==> src/rtl/otp_read_verify.sv <==
// ---------------------------------------------------------------------------
// otp_read_verify
//
// Read/verify back end for the OTP array. The array controller FSM applies the
// read bias and raises read_active. This block does the following:
//   - latches the column, the verify request and the expected word;
//   - waits SETTLE cycles for the sense lines to settle;
//   - takes SAMPLES samples of every row comparator;
//   - majority-votes each row and presents the voted word on data_out.
// For a program-verify it also compares the voted word with the word just
// programmed. It reports the result on writing_successful and fail_mask.
//
// Parameters
//   A        rows / word width (one sense comparator per row)
//   B        columns; column select width is $clog2(B)
//   SETTLE   settle cycles after acquisition start (0 allowed)
//   SAMPLES  samples per bit; must be odd and >= 1
//
// Ports
//   clk                 in   system clock, rising edge
//   reset               in   asynchronous, active-low reset
//   read_active         in   read bias applied, sense lines valid
//   column              in   column under read (latched at acquisition start)
//   sense_in            in   sense comparator outputs, bit r = row r
//   verify_req          in   acquisition is a program-verify (latched at start)
//   expected            in   word just programmed (latched at start)
//   data_out            out  voted read word
//   data_valid          out  1-cycle pulse: data_out updated
//   writing_successful  out  level: last verify passed
//   fail_mask           out  bits where voted data != expected (verify only)
//   col_out             out  column that data_out belongs to
//   busy                out  acquisition in progress (SETTLE/SAMPLE/VOTE)
//   aborted             out  1-cycle pulse: read_active dropped mid-acquisition
// ---------------------------------------------------------------------------
module otp_read_verify #(
  parameter int A       = 2,
  parameter int B       = 2,
  parameter int SETTLE  = 2,
  parameter int SAMPLES = 3,
  localparam int CW     = (B > 1) ? $clog2(B) : 1
) (
  input  logic          clk,
  input  logic          reset,
  input  logic          read_active,
  input  logic [CW-1:0] column,
  input  logic [A-1:0]  sense_in,
  input  logic          verify_req,
  input  logic [A-1:0]  expected,
  output logic [A-1:0]  data_out,
  output logic          data_valid,
  output logic          writing_successful,
  output logic [A-1:0]  fail_mask,
  output logic [CW-1:0] col_out,
  output logic          busy,
  output logic          aborted
);

  // An even sample count could tie the vote, so it is rejected at elaboration.
  if ((SAMPLES < 1) || ((SAMPLES % 2) == 0)) begin : g_bad_samples
    $error("otp_read_verify: SAMPLES must be odd and >= 1");
  end

  // Counter widths. Each counter counts 0..N-1, and is always at least 1 bit.
  localparam int CNTW = $clog2(SAMPLES + 1);
  localparam int SW   = (SETTLE > 1) ? $clog2(SETTLE) : 1;
  localparam int SCW  = (SAMPLES > 1) ? $clog2(SAMPLES) : 1;

  localparam logic [SW-1:0]   SETTLE_LAST = SW'((SETTLE > 0) ? SETTLE - 1 : 0);
  localparam logic [SCW-1:0]  SAMPLE_LAST = SCW'(SAMPLES - 1);
  localparam logic [CNTW-1:0] VOTE_HALF   = CNTW'(SAMPLES / 2);

  typedef enum logic [2:0] {
    ST_IDLE,
    ST_SETTLE,
    ST_SAMPLE,
    ST_VOTE,
    ST_DONE
  } state_t;

  state_t          state;
  logic [SW-1:0]   settle_cnt;
  logic [SCW-1:0]  sample_cnt;
  logic [CNTW-1:0] ones_cnt [A];
  logic [CW-1:0]   col_lat;
  logic            verify_lat;
  logic [A-1:0]    expected_lat;
  logic [A-1:0]    voted;

  // A row reads as 1 when strictly more than half of its samples were 1.
  always_comb begin
    voted = '0;
    for (int r = 0; r < A; r++) begin
      voted[r] = (ones_cnt[r] > VOTE_HALF);
    end
  end

  // The acquisition FSM. All outputs are registered here.
  // - data_valid and aborted are pulses. They default low every cycle and are
  //   raised only on the VOTE edge and the abort edge. Those two edges are
  //   mutually exclusive, so the pulses can never coincide.
  // - writing_successful is cleared at acquisition start. An aborted or plain
  //   read therefore leaves it low.
  always_ff @(posedge clk or negedge reset) begin
    if (!reset) begin
      state              <= ST_IDLE;
      settle_cnt         <= '0;
      sample_cnt         <= '0;
      col_lat            <= '0;
      verify_lat         <= 1'b0;
      expected_lat       <= '0;
      data_out           <= '0;
      data_valid         <= 1'b0;
      writing_successful <= 1'b0;
      fail_mask          <= '0;
      col_out            <= '0;
      busy               <= 1'b0;
      aborted            <= 1'b0;
      for (int r = 0; r < A; r++) begin
        ones_cnt[r] <= '0;
      end
    end else begin
      data_valid <= 1'b0;
      aborted    <= 1'b0;
      case (state)
        ST_IDLE: begin
          if (read_active) begin
            col_lat            <= column;
            verify_lat         <= verify_req;
            expected_lat       <= expected;
            writing_successful <= 1'b0;
            settle_cnt         <= '0;
            sample_cnt         <= '0;
            busy               <= 1'b1;
            for (int r = 0; r < A; r++) begin
              ones_cnt[r] <= '0;
            end
            state <= (SETTLE == 0) ? ST_SAMPLE : ST_SETTLE;
          end
        end

        ST_SETTLE: begin
          if (!read_active) begin
            aborted <= 1'b1;
            busy    <= 1'b0;
            state   <= ST_IDLE;
          end else if (settle_cnt == SETTLE_LAST) begin
            state <= ST_SAMPLE;
          end else begin
            settle_cnt <= settle_cnt + 1'b1;
          end
        end

        // Losing the bias during sampling makes the samples untrustworthy.
        // An abort therefore skips accumulation on that edge.
        ST_SAMPLE: begin
          if (!read_active) begin
            aborted <= 1'b1;
            busy    <= 1'b0;
            state   <= ST_IDLE;
          end else begin
            for (int r = 0; r < A; r++) begin
              ones_cnt[r] <= ones_cnt[r] + CNTW'(sense_in[r]);
            end
            if (sample_cnt == SAMPLE_LAST) begin
              state <= ST_VOTE;
            end else begin
              sample_cnt <= sample_cnt + 1'b1;
            end
          end
        end

        ST_VOTE: begin
          data_out   <= voted;
          col_out    <= col_lat;
          data_valid <= 1'b1;
          busy       <= 1'b0;
          if (verify_lat) begin
            fail_mask          <= voted ^ expected_lat;
            writing_successful <= (voted == expected_lat);
          end else begin
            fail_mask          <= '0;
            writing_successful <= 1'b0;
          end
          state <= ST_DONE;
        end

        // A fresh rising level is needed before the next acquisition can start.
        ST_DONE: begin
          if (!read_active) begin
            state <= ST_IDLE;
          end
        end

        default: begin
          busy  <= 1'b0;
          state <= ST_IDLE;
        end
      endcase
    end
  end

endmodule

==> config.mk <==
export PLATFORM = sky130hd
export DESIGN_NAME = otp_read_verify
export DESIGN_NICKNAME = d
export VERILOG_FILES = /design/src/rtl/otp_read_verify.sv
export SDC_FILE = /design/constraint.sdc
export NUM_CORES = 1
export LEC_CHECK = 0
export ABC_AREA = 1
export BUFFER_PORTS_ARGS = -buffer_cell sky130_fd_sc_hd__buf_2
export CAP_MARGIN = 10
export CORE_MARGIN = 2
export CORE_UTILIZATION = 48
export CTS_CLUSTER_DIAMETER = 80
export DETAILED_ROUTE_END_ITERATION = 7
export HOLD_SLACK_MARGIN = 0.1
export PLACE_DENSITY = 0.73
export SYNTH_ARGS = -nofsm -noshare
export SYNTH_HDL_FRONTEND = slang
export SYNTH_SLANG_ARGS = --single-unit
export TNS_END_PERCENT = 10
==> constraint.sdc <==
create_clock -name clk -period 1.2 [get_ports clk]
set_input_delay 0.06 -clock clk [delete_from_list [all_inputs] [get_ports clk]]
set_output_delay 0.06 -clock clk [all_outputs]
set_load 0.005 [all_outputs]
==> results of run 1 <==
==> cell families (layout without fill, tap and decap cells) <==
family / Yosys count / after routing
AND/OR/NAND/NOR: 73 / 73
adder cells (fa/ha/maj): 3 / 3
buffers and inverters: 14 / 51
flip-flops: 23 / 23
AO/OA/AOI/OAI: 10 / 10
XOR/XNOR: 2 / 2
==> cells in the mapped netlist, types with 2 or more instances <==
cell     count  area, µm²
dfrtp_1     23        576
ha_1         3       37.5
inv_1        9       33.8
inv_2        4       15.0
nand2_1     42        158
nand3_1     11       55.1
nor2_1      13       48.8
nor2_4       2       22.5
o21ai_0      2       10.0
o21ai_1      6       30.0
xnor2_1      2       17.5
==> registers in the layout, summed over array words and instances (netlist names), 2 cells and up <==
register,flops
sample_cnt,2
expected_lat,2
fail_mask,2
state,3
data_out,2
ones_cnt,4
==> area by class of cell <==
| class | count | area (µm²) |
|---|---|---|
| fillers | 180 | 728 |
| flip-flops and latches | 23 | 579 |
| multi-input cells | 88 | 477 |
| repair buffers | 34 | 243 |
| inverters | 13 | 58.8 |
| well taps | 28 | 35.0 |
| clock buffers | 3 | 22.5 |
| clock inverters | 1 | 5.00 |
==> power groups by stage <==
| stage | logic [W] | clock network [W] | registers (W) |
|---|---|---|---|
| after global placement | 0.00116 | 0 | 0.00124 |
| final | 0.00145 | 0.000344 | 0.00129 |
| after CTS | 0.00128 | 0.000360 | 0.00127 |
| after detailed placement | 0.00120 | 0 | 0.00126 |
| after global routing | 0.00164 | 0.000384 | 0.00132 |
| after floorplan | 0.000794 | 0 | 0.00124 |
==> worst paths after layout <==
path,start,end
setup / recovery,state[0],writing_successful
hold / removal,read_active,state[0]
setup reg to reg,state[0],writing_successful
hold reg to reg,col_out,col_out
max in group asynchronous,reset,state[1]
min in group asynchronous,reset,data_out[0]
==> critical path, cell delays in order (launching register included) <==
cell	delay, ps
dfrtp_2	470
nor2_4	150
nand2_4	80
nor2_4	200
inv_4	90
nand3_1	70
o21ai_1	60
==> through the flow <==
step / cell area [µm²] / util / power (W) / hold WS [ps]
6_report: 1420 / 0.661 / 0.00308 / 193
4_1_cts: 1350 / 0.627 / 0.00290 / 108
5_1_grt: 1420 / 0.661 / 0.00335 / 231
2_1_floorplan: 1060 / - / 0.00203 / -236
3_5_place_dp: 1220 / 0.567 / 0.00246 / 52.9
3_3_place_gp: 1220 / 0.567 / 0.00240 / 54.0
==> repair_timing <==
item                                    in CTS  in global routing
resized for setup                            7                 14
endpoints found under the hold margin       31                  1
endpoints found under the setup margin       8                 19
setup buffers                                1                  2
pin swaps                                    1                  9
gates cloned                                 0                  0
hold buffers                                 8                  1
==> layout by cell type, fill, tap and decap left out, types with 2 or more instances in the layout <==
cell and instances:
nand2_1 40, ha_1 3, buf_2 17, inv_1 8
dfrtp_1 20, nand3_1 10, nor2_4 4, o21ai_1 6
dlygate4sd3_1 9, dfrtp_2 3, xnor2_1 2, buf_6 2
buf_4 6, clkbuf_4 3, inv_4 4, nor2_1 11
nand2_2 2
==> routing by layer <==
metal | share of wire | track usage | up-vias
met5 | 0 | 0 | -
met4 | 0.0071 | 0.0946 | 0
met3 | 0.053 | 0.0292 | 2
met2 | 0.53 | 0.374 | 28
met1 | 0.41 | 0.228 | 446
li1 | - | - | 469
==> results_dict.tcl, run 1 <==
set metrics [dict create \
    vias 945 \
    rsz0062_at_grt "yes" \
    timing.max_slew.rel_slack 0.664 \
    io-pin-count 18 \
    globalRoute.totalOverflow 0 \
    routability_congestion_estimate 0.862 \
    postSynthAreaPerCell_um2 8.52 \
    grt_max_degree 24 \
    sw_frac 0.408 \
    hold_class "in2reg" \
    detail-route-antenna-nets 0 \
    post_synth_fa_ha_maj_area_fraction 0.0353 \
    tritoncts "built" \
    period_minus_slack_ps 1220 \
    yosys_warnings 0 \
    power_density_nw_per_um2 2170 \
    remaining_drc_errors 0 \
    routed_wl_um 2260 \
    synth_top_family_by_area "simple AND/OR/NAND/NOR gates" \
    synth_seq_cells 23 \
    final-instance-count-excl-fill 190 \
    antenna_found_initial 0 \
    clock-root-buffer "clkbuf_4" \
    layout.nets 175 \
    dieHeight_um 51.1 \
    power_frac_clock 0.112 \
    muxShareOfSynthArea 0 \
    worstSetupStartpointType "flip-flop" \
    cts_max_path_buffers 2 \
    latest_clock_arrival_within_the_worst_skew_pair_ps 300 \
    netlist_instances 125 \
    cts_max_level 1 \
    violated_checks "setup timing" \
    place_worst_setup_slack_ps -64.8 \
    critical_path.endpoint_type "flip-flop" \
    synth_simple_gate_area_share 0.309 \
    tritoncts.num_buffers 3 \
    io_buffers 17 \
    pin_slew_with_the_least_headroom_to_its_limit_ps 505 \
    core-area_um2 2150 \
    report.final.slew_viol_count 0 \
    power_frac_seq 0.419 \
    worst-endpoint-arrival_ps 1420 \
    area_growth_pct 33.4 \
    synth_nets 137 \
    power.switching_w 0.00126 \
    grt_pass1_vias 914 \
    timing.critical_path.required_ps 1400 \
    report.final.setup_viol 6 \
    fraction_of_synthesized_cell_area_in_xor_and_xnor_cells 0.0165 \
    clk_transition_reported_paths_ps 120 \
    dr.first_iter.drc_count 28 \
    overall_global_routing_usage 0.203 \
    synth_flop_cell "dfrtp_1" \
    insertedDiodeCount 0 \
    final.setup_skew_ps 4.99 \
    post_synth_instance_area_um2 1060 \
    r2r_cells 6 \
    wl_per_cell_um 11.9 \
    die_w_um 51.1 \
    reg2reg_setup_slack_ps -20 \
    start_util 0.496 \
    cell_internal_pwr_w 0.00182 \
    power.ir.vdd_worst_mv 1.26 \
    timing.max_cap.violations 0 \
    route.detailed.vias_per_inst 4.97 \
    synth_compound_gate_area_share 0.0482 \
    hpwl_um 1580 \
    final_layout_size_suffix_gt1_frac 0.302 \
    count_of_cell_types_in_the_netlist 19 \
    synth_enable_flop_cells 0 \
    cts_num_sinks 23 \
    timing.critical_path.fanout_max 8 \
    timing.final.hold_violations 0 \
    share_of_synthesized_area_occupied_by_flip_flops_and_latches 0.541 \
    number_of_cells_on_the_worst_hold_path 5 \
    leakage_nw 0.738 \
    detailedRoute.firstPassIterationCount 4 \
    run_status "finished with violations" \
    die_area_um2 2610 \
    criticalPathCategory "reg2reg" \
    power.combinational.fraction 0.469 \
    achievable-frequency_mhz 817 \
    final_min_period_over_clock_period 1.02 \
    row_count 17 \
    fin_setup_tns_ps -55.8 \
    finalWorstSetupSlack_ps -23.6 \
    grt_first_pass_wirelength_um 3910 \
    place.detailed.instances 174 \
    async_flop_share 1.00 \
]
Note: power is estimated with default switching activity, not from simulation.
==> run 2, diff against run 1 <==
Settings changed: ABC_AREA 1 to not set, RECOVER_POWER set to 100.
==> run 2 against run 1 <==
The run still ends with setup timing left; sequential cell count unchanged; hold slack got worse by 78 ps; total power decreased by 30%; critical path type unchanged; critical endpoint is now sample_cnt[0]; largest power group is now registers.
==> results_dict.tcl, run 2 <==
set metrics [dict create \
    run_status "finished with violations" \
    violated_checks "setup timing" \
    final-instance-count-excl-fill 161 \
    overall_global_routing_usage 0.182 \
    tritoncts.num_buffers 3 \
    timing.max_cap.violations 0 \
    yosys_warnings 0 \
    commonest_non_fill_non_tap_cell_in_the_layout "dfrtp_1" \
    worstSetupStartpointType "flip-flop" \
    routability_congestion_estimate 0.765 \
    tritoncts "built" \
    dr.first_iter.drc_count 9 \
    grt_max_degree 24 \
    post_synth_instance_area_um2 1060 \
    synth_nets 108 \
    postLayoutCoreUtil 0.641 \
    clock-root-buffer "clkbuf_4" \
    period_minus_slack_ps 1410 \
    timing.final.hold_violations 0 \
    synth_top_family_by_area "simple AND/OR/NAND/NOR gates" \
    antenna_found_initial 0 \
    muxShareOfSynthArea 0.0741 \
    multi_input_area_um2 467 \
    ys_top_cells_by_area "dfrtp_1 54%, mux2_2 7.4%, nand2_1 6.4%" \
    largest_register_ff_count 4 \
    core-area_um2 2150 \
    pin_slew_with_the_least_headroom_to_its_limit_ps 563 \
    synth_seq_cells 23 \
    globalRoute.totalOverflow 0 \
    post_synth_fa_ha_maj_area_fraction 0.0353 \
    power_density_nw_per_um2 1570 \
    rsz0062_at_grt "yes" \
    count_of_cell_types_in_the_netlist 26 \
    synth_compound_gate_area_share 0.0894 \
    cts_setup_buffers 0 \
    final_min_period_over_clock_period 1.18 \
    finalPower_w 0.00216 \
    report.final.setup_viol 14 \
    grt_first_pass_wirelength_um 3430 \
    list_of_most_frequent_post_synthesis_cells "23 x dfrtp_1, 18 x nand2_1, 7 x mux2_2" \
    synth_top_cell_by_area "dfrtp_1" \
    regMostFlops "ones_cnt" \
    fraction_of_synthesized_cell_area_in_xor_and_xnor_cells 0.0247 \
    synth.top_cell.area_share 0.541 \
    row_count 17 \
    achievable-frequency_mhz 709 \
    die_w_um 51.1 \
    final_layout_size_suffix_gt1_frac 0.338 \
    insertedDiodeCount 0 \
    criticalPathCategory "reg2reg" \
    timing.critical_path.required_ps 1410 \
    most-common-layout-cells "23 x dfrtp_1, 17 x nand2_1, 11 x buf_2, 11 x buf_4" \
    grt_pass1_vias 905 \
    cts_num_sinks 23 \
    cell_internal_pwr_w 0.00148 \
    share_of_synthesized_area_occupied_by_flip_flops_and_latches 0.541 \
    report.final.slew_viol_count 0 \
    power_frac_seq 0.493 \
    cts_max_path_buffers 2 \
    io-pin-count 18 \
    hpwl_um 1380 \
    critical_path.endpoint_type "flip-flop" \
    place_worst_setup_slack_ps -210 \
    timing.critical_path.fanout_max 2 \
    detail-route-antenna-nets 0 \
    synth.most_common_cell "dfrtp_1" \
    power_frac_clock 0.168 \
    layout.nets 146 \
    dieHeight_um 51.1 \
    hold_class "in2reg" \
    worst-endpoint-arrival_ps 1620 \
    area_growth_pct 29.4 \
    finalWorstSetupSlack_ps -210 \
    detailedRoute.firstPassIterationCount 4 \
    power.combinational.fraction 0.339 \
    sw_frac 0.313 \
    routed_wl_um 1940 \
    die_area_um2 2610 \
    synth_flop_cell "dfrtp_1" \
    cts_max_level 1 \
    clk_transition_reported_paths_ps 130 \
    async_flop_share 1.00 \
    largest_registers_in_the_final_layout "ones_cnt (4), state (3)" \
    fin_worst_hold_slack_ps 115 \
    synth_enable_flop_cells 0 \
    timing.max_slew.rel_slack 0.625 \
    area.sequential_um2 576 \
    power.ir.vdd_worst_mv 0.782 \
    remaining_drc_errors 0 \
    start_util 0.495 \
    postSynthAreaPerCell_um2 11.1 \
    fillerInstances 162 \
    io_buffers 17 \
    synth_simple_gate_area_share 0.185 \
    final.setup_skew_ps 4.93 \
    latest_clock_arrival_within_the_worst_skew_pair_ps 310 \
    netlist_instances 96 \
    power.switching_w 0.000677 \
    leakage_nw 0.690 \
    route.detailed.vias_per_inst 5.09 \
    vias 819 \
    wl_per_cell_um 12.0 \
    place.detailed.instances 151 \
]
## run 2: cell types whose count changed in the layout (fill, tap and decap cells not counted), sizes merged, moves of 5 or more
cell	before	now
nand3	12	2
nand3b	0	5
mux2	0	7
nand2	43	18
inv	13	5
nor2	16	2
clkbuf	3	12
## run 2: logic make-up (layout without fill, tap and decap cells)
family	after synthesis	after routing
AND/OR/NAND/NOR	35	35
flip-flops	23	23
AO/OA/AOI/OAI	15	15
buffers and inverters	10	47
multiplexers	7	7
adder cells (fa/ha/maj)	3	3
XOR/XNOR	3	3
## run 2: routing by layer
metal	up-vias	GRT usage	share of wire
met2	20	0.325	0.49
met5	-	0	0
li1	402	-	-
met1	393	0.182	0.44
met3	4	0.0380	0.039
met4	0	0.140	0.027
## run 2: timing repair
item                                   CTS  global route
gates cloned                             0             0
setup endpoints to repair               15            17
hold buffers                             6             0
pin swaps                                8             0
resized for setup                        8             6
endpoints found under the hold margin   28             0
## run 2: critical path, cell delays in order (launching register included)
cell and delay, ps:
dfrtp_1 400, or3b_4 410, nor3b_2 200, mux2_4 310
## run 2: worst paths after layout
kind                                    from  cells past startpoint  slack [ps]       endpoint
min in group asynchronous              reset                      2         250   fail_mask[0]
worst min-delay path             sense_in[1]                      4         110    ones_cnt[0]
max in group asynchronous              reset                      2         570       state[1]
worst max register to register      state[0]                      3        -210  sample_cnt[0]
worst max-delay path                state[0]                      3        -210  sample_cnt[0]
worst min register to register  fail_mask[0]                      2         490   fail_mask[0]
## run 2: cell type report
| cell class | count | area share |
|---|---|---|
| repair buffers | 38 | 0.185 |
| multi-input cells | 63 | 0.339 |
| inverters | 5 | 0.0136 |
| well taps | 28 | 0.0255 |
| clock buffers | 4 | 0.0191 |
| flip-flops and latches | 23 | 0.418 |
## run 2: metrics by stage
| stage | TNS, ps | cell area, µm² |
|---|---|---|
| 2_1_floorplan | -2140 | 1070 |
| 3_3_place_gp | -1700 | 1270 |
| 3_5_place_dp | -2010 | 1270 |
| 4_1_cts | -1890 | 1380 |
| 5_1_grt | -2940 | 1380 |
| 6_report | -2030 | 1380 |
## run 2: power groups by stage
stage	Sequential, W	Clock, W	Combinational (W)
floorplan	0.00107	0	0.000459
global placement	0.00107	0	0.000675
detailed placement	0.00108	0	0.000699
CTS	0.00107	0.000367	0.000740
global route	0.00109	0.000393	0.000825
finish	0.00106	0.000363	0.000733
==> run 3, diff against run 2 <==
Settings changed: PLACE_DENSITY 0.73 to 0.72.
==> run 3 against run 2 <==
The run still ends with setup timing left; cell area up 7.2%; clock power rose by 1%; setup slack worse by 19 ps; largest cell class unchanged; via count grew 3.4%; register-to-register slack worse by 20 ps; clock skew rose by 3.6 ps; hold slack barely moved; combinational power is 21% higher; first-iteration DRC count rose by 78%; utilization is 4.6 points higher.
==> results_dict.tcl, run 3 (synthesis gave the netlist of run 2 again) <==
set metrics [dict create \
    regMostFlops "ones_cnt" \
    io_buffers 17 \
    final.setup_skew_ps 8.57 \
    largest_registers_in_the_final_layout "ones_cnt (4), state (3)" \
    latest_clock_arrival_within_the_worst_skew_pair_ps 320 \
    remaining_drc_errors 0 \
    fin_worst_hold_slack_ps 115 \
    insertedDiodeCount 0 \
    final_min_period_over_clock_period 1.19 \
    place_worst_setup_slack_ps -269 \
    dieHeight_um 51.1 \
    dpl_cell_area_um2 1280 \
    vias 847 \
    largest_register_ff_count 4 \
    reg2reg_setup_slack_ps -230 \
    achievable-frequency_mhz 700 \
    route.detailed.vias_per_inst 5.10 \
    worst-endpoint-arrival_ps 1650 \
    timing.max_slew.rel_slack 0.619 \
    crit_chain "or3b_4 > nor3b_2 > mux2_4" \
    die_w_um 51.1 \
    detailedRoute.firstPassIterationCount 4 \
    critical_path.endpoint_type "flip-flop" \
    antenna_found_initial 0 \
    dr.first_iter.drc_count 16 \
    worstPathBufferInverterCount 0 \
    detail-route-antenna-nets 0 \
    r2r_start "state[0]" \
    leakage_nw 0.740 \
    run_status "finished with violations" \
    power.ir.vdd_worst_mv 1.05 \
    cts_max_level 1 \
    final_layout_size_suffix_gt1_frac 0.406 \
    finalInstanceArea_um2 1480 \
    pin_slew_with_the_least_headroom_to_its_limit_ps 571 \
    io-pin-count 18 \
    commonest_non_fill_non_tap_cell_in_the_layout "dfrtp_1" \
    area_growth_pct 38.7 \
    largest_delay_contributor_family_on_the_critical_path "simple AND/OR/NAND/NOR gates" \
    rsz0062_at_grt "yes" \
    routed_wl_um 2200 \
    start_util 0.495 \
    worstHoldStart "sense_in[1]" \
    timing.max_cap.violations 0 \
    timing.critical_path.slowest_cell_delay_ps 420 \
    hold_class "in2reg" \
    r2r_cells 3 \
    core-area_um2 2150 \
    report.final.setup_viol 17 \
    grt_max_degree 24 \
    report.final.slew_viol_count 0 \
    tritoncts "built" \
    overall_global_routing_usage 0.190 \
    hold-path-endpoint "ones_cnt[0]" \
    clock-root-buffer "clkbuf_4" \
    power_density_nw_per_um2 1580 \
    clk_transition_reported_paths_ps 130 \
    cell_type_of_the_slowest_stage_on_the_worst_timing_path "dfrtp_1" \
    layout.nets 151 \
    timing.final.hold_violations 0 \
    cts_num_sinks 23 \
    violated_checks "setup timing" \
    routability_congestion_estimate 0.751 \
    globalRoute.totalOverflow 0 \
    finalPower_w 0.00233 \
    criticalPathCategory "reg2reg" \
    grt_first_pass_wirelength_um 3500 \
    die_area_um2 2610 \
    tritoncts.num_buffers 3 \
    wl_per_cell_um 13.3 \
    postLayoutCoreUtil 0.687 \
    timing.critical_path.required_ps 1420 \
    r2r-end "sample_cnt[0]" \
    finalWorstSetupSlack_ps -229 \
    grt_pass1_vias 792 \
    cts_max_path_buffers 2 \
    number_of_cells_on_the_worst_hold_path 4 \
    most-common-layout-cells "23 x dfrtp_1, 16 x nand2_1, 13 x buf_2" \
    hpwl_um 1390 \
    worstSetupStartpointType "flip-flop" \
    period_minus_slack_ps 1430 \
    row_count 17 \
    timing.critical_path.fanout_max 2 \
]
## run 3: layout make-up
class / instances / area, µm²
tap: 28 / 35.0
clock buffer: 3 / 22.5
inverter: 5 / 18.8
sequential: 23 / 576
multi-input combinational: 63 / 493
fill: 164 / 673
clock inverter: 1 / 5.00
timing repair buffer: 43 / 325
## run 3: power breakdown
group | switching, W | internal, W | leakage, nW
clock | 0.000243 | 0.000125 | 0.0177
combinational | 0.000395 | 0.000491 | 0.420
sequential | 0.000113 | 0.000959 | 0.302
## run 3: layer usage
layer | global-route usage | wire length (µm)
met3 | 0.0439 | 83
met5 | 0 | 0
met2 | 0.310 | 1080
met1 | 0.219 | 975
met4 | 0.135 | 63
## run 3: repair_timing
action	CTS	global route
endpoints found under the setup margin	18	21
hold endpoints to repair	28	0
pin swaps	10	4
setup buffers	2	1
hold buffers	6	0
resized for setup	14	11
## run 3: per-stage QoR
| stage | instances | TNS [ps] |
|---|---|---|
| CTS | 165 | -2290 |
| floorplan | 96 | -2140 |
| detailed placement | 153 | -2440 |
| global route | 166 | -3530 |
| finish | 166 | -2660 |
| global placement | 153 | -2090 |
## run 3: tightest hold or removal path, stage by stage
cell and delay [ps]:
buf_2 80, ha_1 120, nand2_1 40, o21ai_1 100
## run 3: worst max-delay path by stage
stage | from | slack [ps] | cells after the start | endpoint
after global routing | state[0] | -260 | 5 | writing_successful
after detailed placement | state[0] | -270 | 4 | ones_cnt[1]
after floorplan | state[0] | -290 | 4 | sample_cnt[0]
final | state[0] | -230 | 3 | sample_cnt[0]
after CTS | state[2] | -230 | 4 | expected_lat[0]
after global placement | state[0] | -230 | 4 | ones_cnt[1]
